## src/rtl/uart_ctrl_pkg.sv

```systemverilog
// Shared types and constants for the UART Lite AXI4-lite master controller.
package uart_ctrl_pkg;

  typedef enum logic [2:0] {
    ST_IDLE,
    ST_STAT_AR,
    ST_STAT_R,
    ST_DATA_AR,
    ST_DATA_R,
    ST_AW_W,
    ST_B
  } state_e;

  localparam logic [31:0] RX_FIFO_OFS = 32'h0000_0000;
  localparam logic [31:0] TX_FIFO_OFS = 32'h0000_0004;
  localparam logic [31:0] STAT_OFS    = 32'h0000_0008;

  localparam int STAT_RX_VALID = 0;
  localparam int STAT_TX_FULL  = 3;

  localparam logic [1:0] AXI_RESP_OKAY = 2'b00;

  localparam logic GRANT_RX = 1'b0;
  localparam logic GRANT_TX = 1'b1;

endpackage

```

## src/rtl/uart_req_rr.sv

```systemverilog
// Two-way round-robin picker between the TX producer and the RX consumer.
module uart_req_rr
  import uart_ctrl_pkg::*;
(
  input  logic clk_i,
  input  logic rst_i,
  input  logic tx_pend_i,
  input  logic rx_pend_i,
  input  logic take_i,
  output logic grant_valid_o,
  output logic grant_sel_o
);

  logic last_q;

  assign grant_valid_o = tx_pend_i | rx_pend_i;
  // With both pending, the side that did not win last time goes next.
  assign grant_sel_o = (tx_pend_i && rx_pend_i) ? ~last_q : tx_pend_i;

  always_ff @(posedge clk_i) begin
    if (rst_i) begin
      last_q <= GRANT_RX;
    end else if (take_i) begin
      last_q <= grant_sel_o;
    end
  end

endmodule

```

## src/rtl/uart_axi_ctrl.sv

```systemverilog
// Single AXI4-lite bus owner for UART Lite: polls STAT, then moves one byte
// to the TX FIFO or from the RX FIFO per granted request.
module uart_axi_ctrl
  import uart_ctrl_pkg::*;
#(
  parameter logic [31:0] BASE_ADDR = 32'h0000_0000,
  parameter int unsigned POLL_GAP  = 4
) (
  input  logic        clk,
  input  logic        rst,
  input  logic        tx_valid,
  output logic        tx_ready,
  input  logic [7:0]  tx_data,
  input  logic        rx_req,
  output logic        rx_valid,
  output logic [7:0]  rx_data,
  output logic        busy,
  output logic        err,
  output logic        axi_awvalid,
  input  logic        axi_awready,
  output logic [31:0] axi_awaddr,
  output logic [2:0]  axi_awprot,
  output logic        axi_wvalid,
  input  logic        axi_wready,
  output logic [31:0] axi_wdata,
  output logic [3:0]  axi_wstrb,
  input  logic        axi_bvalid,
  output logic        axi_bready,
  input  logic [1:0]  axi_bresp,
  output logic        axi_arvalid,
  input  logic        axi_arready,
  output logic [31:0] axi_araddr,
  output logic [2:0]  axi_arprot,
  input  logic        axi_rvalid,
  output logic        axi_rready,
  input  logic [31:0] axi_rdata,
  input  logic [1:0]  axi_rresp
);

  state_e      state_q, state_d;
  logic        tx_pend_q, tx_pend_d;
  logic        rx_pend_q, rx_pend_d;
  logic [7:0]  tx_byte_q, tx_byte_d;
  logic [7:0]  gap_q, gap_d;
  logic        sel_q, sel_d;
  logic [31:0] araddr_q, araddr_d;
  logic        awvalid_q, awvalid_d;
  logic        wvalid_q, wvalid_d;
  logic [31:0] wdata_q, wdata_d;
  logic        rx_valid_q, rx_valid_d;
  logic [7:0]  rx_data_q, rx_data_d;
  logic        err_q, err_d;
  logic        take;
  logic        grant_valid, grant_sel;
  logic        unused_rdata;

  assign unused_rdata = ^axi_rdata[31:8];

  uart_req_rr u_rr (
    .clk_i        (clk),
    .rst_i        (rst),
    .tx_pend_i    (tx_pend_q),
    .rx_pend_i    (rx_pend_q),
    .take_i       (take),
    .grant_valid_o(grant_valid),
    .grant_sel_o  (grant_sel)
  );

  assign axi_awaddr  = BASE_ADDR + TX_FIFO_OFS;
  assign axi_awprot  = 3'b000;
  assign axi_arprot  = 3'b000;
  assign axi_wstrb   = 4'b0001;
  assign axi_awvalid = awvalid_q;
  assign axi_wvalid  = wvalid_q;
  assign axi_wdata   = wdata_q;
  assign axi_araddr  = araddr_q;
  assign axi_arvalid = (state_q == ST_STAT_AR) || (state_q == ST_DATA_AR);
  assign axi_rready  = (state_q == ST_STAT_R) || (state_q == ST_DATA_R);
  assign axi_bready  = (state_q == ST_B);
  assign tx_ready    = ~tx_pend_q;
  assign rx_valid    = rx_valid_q;
  assign rx_data     = rx_data_q;
  assign err         = err_q;
  assign busy        = (state_q != ST_IDLE) || tx_pend_q || rx_pend_q;

  always_comb begin
    state_d    = state_q;
    tx_pend_d  = tx_pend_q;
    tx_byte_d  = tx_byte_q;
    rx_pend_d  = rx_pend_q;
    gap_d      = gap_q;
    sel_d      = sel_q;
    araddr_d   = araddr_q;
    awvalid_d  = awvalid_q;
    wvalid_d   = wvalid_q;
    wdata_d    = wdata_q;
    rx_valid_d = 1'b0;
    rx_data_d  = rx_data_q;
    err_d      = err_q;
    take       = 1'b0;

    if (tx_valid && !tx_pend_q) begin
      tx_pend_d = 1'b1;
      tx_byte_d = tx_data;
    end
    // The pulse cycle is excluded so a requester still holding rx_req while
    // it sees rx_valid does not immediately re-arm a second read.
    if (rx_req && !rx_pend_q && !rx_valid_q) begin
      rx_pend_d = 1'b1;
    end

    unique case (state_q)
      ST_IDLE: begin
        if (gap_q != 8'd0) begin
          gap_d = gap_q - 8'd1;
        end else if (grant_valid) begin
          take     = 1'b1;
          sel_d    = grant_sel;
          araddr_d = BASE_ADDR + STAT_OFS;
          state_d  = ST_STAT_AR;
        end
      end
      ST_STAT_AR: if (axi_arready) state_d = ST_STAT_R;
      ST_STAT_R: begin
        if (axi_rvalid) begin
          if (axi_rresp != AXI_RESP_OKAY) err_d = 1'b1;
          if (axi_rresp == AXI_RESP_OKAY && sel_q == GRANT_RX && axi_rdata[STAT_RX_VALID]) begin
            araddr_d = BASE_ADDR + RX_FIFO_OFS;
            state_d  = ST_DATA_AR;
          end else if (axi_rresp == AXI_RESP_OKAY && sel_q == GRANT_TX && !axi_rdata[STAT_TX_FULL]) begin
            awvalid_d = 1'b1;
            wvalid_d  = 1'b1;
            wdata_d   = {24'b0, tx_byte_q};
            state_d   = ST_AW_W;
          end else begin
            gap_d   = 8'(POLL_GAP);
            state_d = ST_IDLE;
          end
        end
      end
      ST_DATA_AR: if (axi_arready) state_d = ST_DATA_R;
      ST_DATA_R: begin
        if (axi_rvalid) begin
          if (axi_rresp != AXI_RESP_OKAY) err_d = 1'b1;
          rx_valid_d = 1'b1;
          rx_data_d  = axi_rdata[7:0];
          rx_pend_d  = 1'b0;
          state_d    = ST_IDLE;
        end
      end
      ST_AW_W: begin
        if (axi_awready) awvalid_d = 1'b0;
        if (axi_wready)  wvalid_d  = 1'b0;
        if ((!awvalid_q || axi_awready) && (!wvalid_q || axi_wready)) state_d = ST_B;
      end
      ST_B: begin
        if (axi_bvalid) begin
          if (axi_bresp != AXI_RESP_OKAY) err_d = 1'b1;
          tx_pend_d = 1'b0;
          state_d   = ST_IDLE;
        end
      end
      default: state_d = ST_IDLE;
    endcase
  end

  always_ff @(posedge clk) begin
    if (rst) state_q <= ST_IDLE;
    else     state_q <= state_d;
  end

  always_ff @(posedge clk) begin
    tx_byte_q <= tx_byte_d;
  end

  always_ff @(posedge clk) begin
    if (rst) begin
      tx_pend_q  <= 1'b0;
      rx_pend_q  <= 1'b0;
      gap_q      <= 8'd0;
      sel_q      <= GRANT_RX;
      araddr_q   <= 32'd0;
      awvalid_q  <= 1'b0;
      wvalid_q   <= 1'b0;
      wdata_q    <= 32'd0;
      rx_valid_q <= 1'b0;
      rx_data_q  <= 8'd0;
      err_q      <= 1'b0;
    end else begin
      tx_pend_q  <= tx_pend_d;
      rx_pend_q  <= rx_pend_d;
      gap_q      <= gap_d;
      sel_q      <= sel_d;
      araddr_q   <= araddr_d;
      awvalid_q  <= awvalid_d;
      wvalid_q   <= wvalid_d;
      wdata_q    <= wdata_d;
      rx_valid_q <= rx_valid_d;
      rx_data_q  <= rx_data_d;
      err_q      <= err_d;
    end
  end

endmodule

```

## config.mk

```make
export PLATFORM = sky130hd
export DESIGN_NAME = uart_axi_ctrl
export DESIGN_NICKNAME = d
export VERILOG_FILES = /design/src/rtl/uart_ctrl_pkg.sv /design/src/rtl/uart_req_rr.sv /design/src/rtl/uart_axi_ctrl.sv
export SDC_FILE = /design/constraint.sdc
export NUM_CORES = 1
export LEC_CHECK = 0
export BUFFER_PORTS_ARGS = -buffer_cell sky130_fd_sc_hd__buf_2
export CAP_MARGIN = 40
export CORE_MARGIN = 2
export CORE_UTILIZATION = 43
export CTS_CLUSTER_SIZE = 28
export DETAILED_ROUTE_END_ITERATION = 8
export GPL_ROUTABILITY_DRIVEN = 0
export GPL_TIMING_DRIVEN = 0
export PLACE_DENSITY_LB_ADDON = 0.1
export SLEW_MARGIN = 20
export SYNTH_ARGS = -nofsm -noshare
export SYNTH_HDL_FRONTEND = slang
export SYNTH_HIERARCHICAL = 1
export SYNTH_SLANG_ARGS = --single-unit
```

## constraint.sdc

```tcl
create_clock -name clk -period 2.2 [get_ports clk]
set_clock_uncertainty 0.05 [all_clocks]
set_input_delay 0.22 -clock clk [delete_from_list [all_inputs] [get_ports clk]]
set_output_delay 0.22 -clock clk [all_outputs]
set_load 0.02 [all_outputs]
```

==> summary.log <==
qor: outcome.status finished clean
qor: power_and_ir_drop.total_switching_power 0.0009489 W
qor: clock_tree.root_buffer clkbuf_8
qor: critical_path.timing.critical_path.to busy
qor: yosys.async_sr_flop_fraction 0%
qor: clock_tree.quantity_of_hold_fixing_buffers_added_after_cts 0
qor: worst_hold_path.min-delay-path-class primary input to flop
qor: clock_tree.cts_max_path_buffers 2
qor: yosys.ys_ff_latch 44
qor: clock_tree.clock_slew_at_the_register_clock_pins_of_the_worst_setup_and_hold_paths 0.08 ns
qor: yosys.post-synth-top-count-cell buf_4
qor: critical_path.rr_endpoint gap_q[2]$_SDFFE_PP0P_
qor: layout.antenna_fix_cells 0
qor: clock_tree.cts_sink_count 44
qor: power_and_ir_drop.static-leakage-power 1.918 nW
qor: critical_path.r2r.worst_path.cells 7
qor: critical_path.timing.critical_path.from_type flop
qor: clock_tree.post-cts-setup-buffer-count 0
qor: critical_path.timing.critical_path.required 1.93 ns
qor: drt.vias_per_cell 4.086
qor: power_and_ir_drop.pwr_density 746.1 mW/mm^2
qor: sta.final_max_slew_viol_count 0
qor: clock_tree.postCtsResizedCells 0
qor: grt.first_global_vias 1922
qor: critical_path.ordered_cell_list_for_the_critical_path or3_1, or3_1, buf_2
qor: die.io_pins 176
qor: yosys.ys_seq_area_share 35.67%
qor: critical_path.worst-endpoint-arrival 1.65 ns
qor: sta.finalWorstPathRequiredPeriod 1.921 ns
qor: yosys.synth.yosys.warnings 6
qor: sta.finalCritPeriodShare 87.34%
qor: grt.grt_pass1_wl 9128 um
qor: power_and_ir_drop.internal-power 0.001682 W
qor: power_and_ir_drop.worst_ir_drop_vdd 0.0005933 V
qor: die.floorplan.die_area 0.006914 mm^2
qor: yosys.ys.flop_type dfxtp_1
qor: drt.detail-route-antenna-nets 0
qor: power_and_ir_drop.pwr-share-seq 37.6%
qor: drt.detailed_router_s_first_iteration_violation_count 73
qor: clock_tree.worst_skew_pair.late_latency 0.30 ns
qor: yosys.synth_cell_type_count 44
qor: yosys.synth.top_cells.by_count 98 x buf_4, 36 x dfxtp_1, 28 x a21oi_1
qor: critical_path.max_stage_delay 0.46 ns
qor: power_and_ir_drop.power.share.clock 23.5%
qor: critical_path.worstSetupEndpointType output pin
qor: critical_path.critical_path_peak_fanout 5
qor: drt.route.detailed.wl_per_inst 10.36 um
qor: clock_tree.cts_htree_levels 2
qor: critical_path.timing.critical_path.depth 3
qor: drt.num_vias 2235
qor: sta.setup_violations 0
qor: die.effective_utilization_at_floorplan 44.97%
qor: critical_path.setup.worst_path.start state_q[2]$_SDFFE_PP0P_
qor: critical_path.reg2reg_slack 0.32 ns
qor: critical_path.critPathSlowestCell or3_1
qor: yosys.area_contributors_post_synth buf_4 27%, dfxtp_1 27%, edfxtp_1 8.9%
qor: sta.finalHoldWorstSlack 0.04228 ns
qor: sta.rsz0062_at_grt false
qor: placed_design.buffer_ports.inserted 54
qor: grt.initial_antenna_violation_count 0
qor: die.die_width 83.15 um
qor: die.die_height 83.15 um
qor: drt.drt_pre_antenna_iters 4
qor: critical_path.critical_path.most_common_cell or3_1
qor: sta.total_negative_slack 0 ns
qor: critical_path.worst_setup_path_category flop to output pin
qor: yosys.synth_top_cell_by_area buf_4
qor: power_and_ir_drop.p_sw_share 36.07%
qor: drt.route.final.wire_length 5668 um
qor: grt.globalRouteOverflowTotal 0
qor: clock_tree.cts_tree built
qor: placed_design.detailed_place_hpwl 4503 um
qor: grt.groute.usage.overall 16.12%
qor: job.drv.max_cap_violation_count 0
qor: die.coreArea 0.005991 mm^2
qor: layout.layout.nets 525
qor: sta.finalHoldViolCount 0
qor: power_and_ir_drop.share_comb_of_total_power 38.9%
qor: yosys.synth_area 0.002694 mm^2
qor: sta.worst_slew_pin_slew 0.7247 ns
qor: critical_path.timing.rr.start gap_q[0]$_SDFFE_PP0P_
qor: layout.drive_above_1_share 35.59%
qor: yosys.synth.top_cell.area_share 27.31%
qor: yosys.syn-mean-instance-area 8.552 um^2
qor: clock_tree.cts-buffers-inserted 5
qor: die.placementRows 28
qor: critical_path.worst_path_dominant_cell_family simple AND/OR/NAND/NOR gates
qor: sta.slew_headroom 51.59%
qor: yosys.cells_after_synthesis 315
qor: critical_path.crit_buf_inv 1
qor: yosys.synth-edff-count 8
qor: layout.synthToLayoutAreaGrowth 30.89%
qor: sta.fmax 520.5 MHz
qor: grt.grt_start_max_net_pins 15
qor: drt.drc_errors 0
## power by group through the flow
stage                     Clock, W  Sequential, W  Combinational (W)
after global routing      0.000675       0.000999            0.00115
after global placement           0        0.00100            0.00101
after CTS                 0.000633       0.000989            0.00102
after detailed placement         0        0.00101            0.00102
after floorplan                  0       0.000999           0.000847
final                     0.000617       0.000990            0.00102
## per-stage QoR
step           power [W]  std cells  utilization, %  instance area [um^2]  setup slack (ns)
2_1_floorplan   0.001845        410               -                  3050            0.5794
3_3_place_gp    0.002011        539           57.00                  3415            0.3421
3_5_place_dp    0.002025        539           57.00                  3415            0.3182
4_1_cts         0.002643        547           58.86                  3526            0.2687
5_1_grt         0.002821        547           58.86                  3526            0.1333
6_report        0.002631        547           58.86                  3526            0.2786
## routing by layer
layer / global-route usage, % / routed length [um]
met4: 5.812 / 85
met5: 0 / 0
met3: 4.970 / 543
met1: 18.63 / 2272
met2: 28.01 / 2767
## sequential cells by signal, indices dropped and copies added (netlist names)
register and cells:
err 1, rx_valid 1, axi_awvalid 1, tx_pend_q 1, gap_q 8, u_rr/last_q 1
axi_wdata 8, sel_q 1, rx_data 8, axi_wvalid 1, state_q 3, rx_pend_q 1
axi_araddr 1, tx_byte_q 8
## cells in the final DEF, fill, tap and decap left out, drive strengths merged, types with 2 or more instances in the layout
| cell type | netlist | layout |
|---|---|---|
| a211oi | 3 | 3 |
| a21o | 2 | 2 |
| nand3b | 2 | 2 |
| nand2 | 23 | 23 |
| nor3b | 3 | 3 |
| conb | 2 | 97 |
| a31oi | 2 | 2 |
| buf | 101 | 155 |
| a21oi | 28 | 28 |
| nand4 | 3 | 3 |
| nand2b | 6 | 6 |
| clkinv | 0 | 2 |
| or3 | 3 | 3 |
| nor2b | 8 | 8 |
| nor3 | 6 | 6 |
| edfxtp | 8 | 8 |
| o21a | 3 | 3 |
| dfxtp | 36 | 36 |
| mux2i | 9 | 9 |
| nor2 | 26 | 26 |
| clkbuf | 4 | 9 |
| inv | 11 | 11 |
| o21ai | 11 | 11 |
## layout make-up
cell class	instances	area (um^2)
clock buffers	5	68.82
plain buffers	105	774.5
inverters	11	41.29
fillers	589	2465
flip-flops and latches	44	960.9
well taps	75	93.84
clock inverters	3	42.54
repair buffers	54	270.3
multi-input cells	250	1274
## cells by family after synthesis
| logic type | synth area share, % |
|---|---|
| other | 0.2788 |
| adder cells (fa/ha/maj) | 0.4644 |
| AND/OR/NAND/NOR | 17.42 |
| flip-flops | 35.67 |
| buffers and inverters | 30.28 |
| AO/OA/AOI/OAI | 12.54 |
| multiplexers | 3.344 |
## worst register-to-register path, delay by kind of cell, from the launching register on
family / cells / cell delay [ns]
adder cells (fa/ha/maj): 1 / 0.21
AND/OR/NAND/NOR: 2 / 0.44
AO/OA/AOI/OAI: 3 / 0.66
buffers and inverters: 1 / 0.07
flip-flops: 1 / 0.36
## worst min-delay path by stage
stage,startpoint,end,cells past startpoint
after global routing,tx_data[3],tx_byte_q[3]$_DFFE_PP_,1
after CTS,tx_data[6],tx_byte_q[6]$_DFFE_PP_,1
after floorplan,axi_bvalid,tx_pend_q$_SDFF_PP0_,1
final,tx_data[1],tx_byte_q[1]$_DFFE_PP_,1
after detailed placement,tx_data[1],tx_byte_q[1]$_DFFE_PP_,1
after global placement,tx_data[5],tx_byte_q[5]$_DFFE_PP_,1
Power figures use the tool's default switching activity.
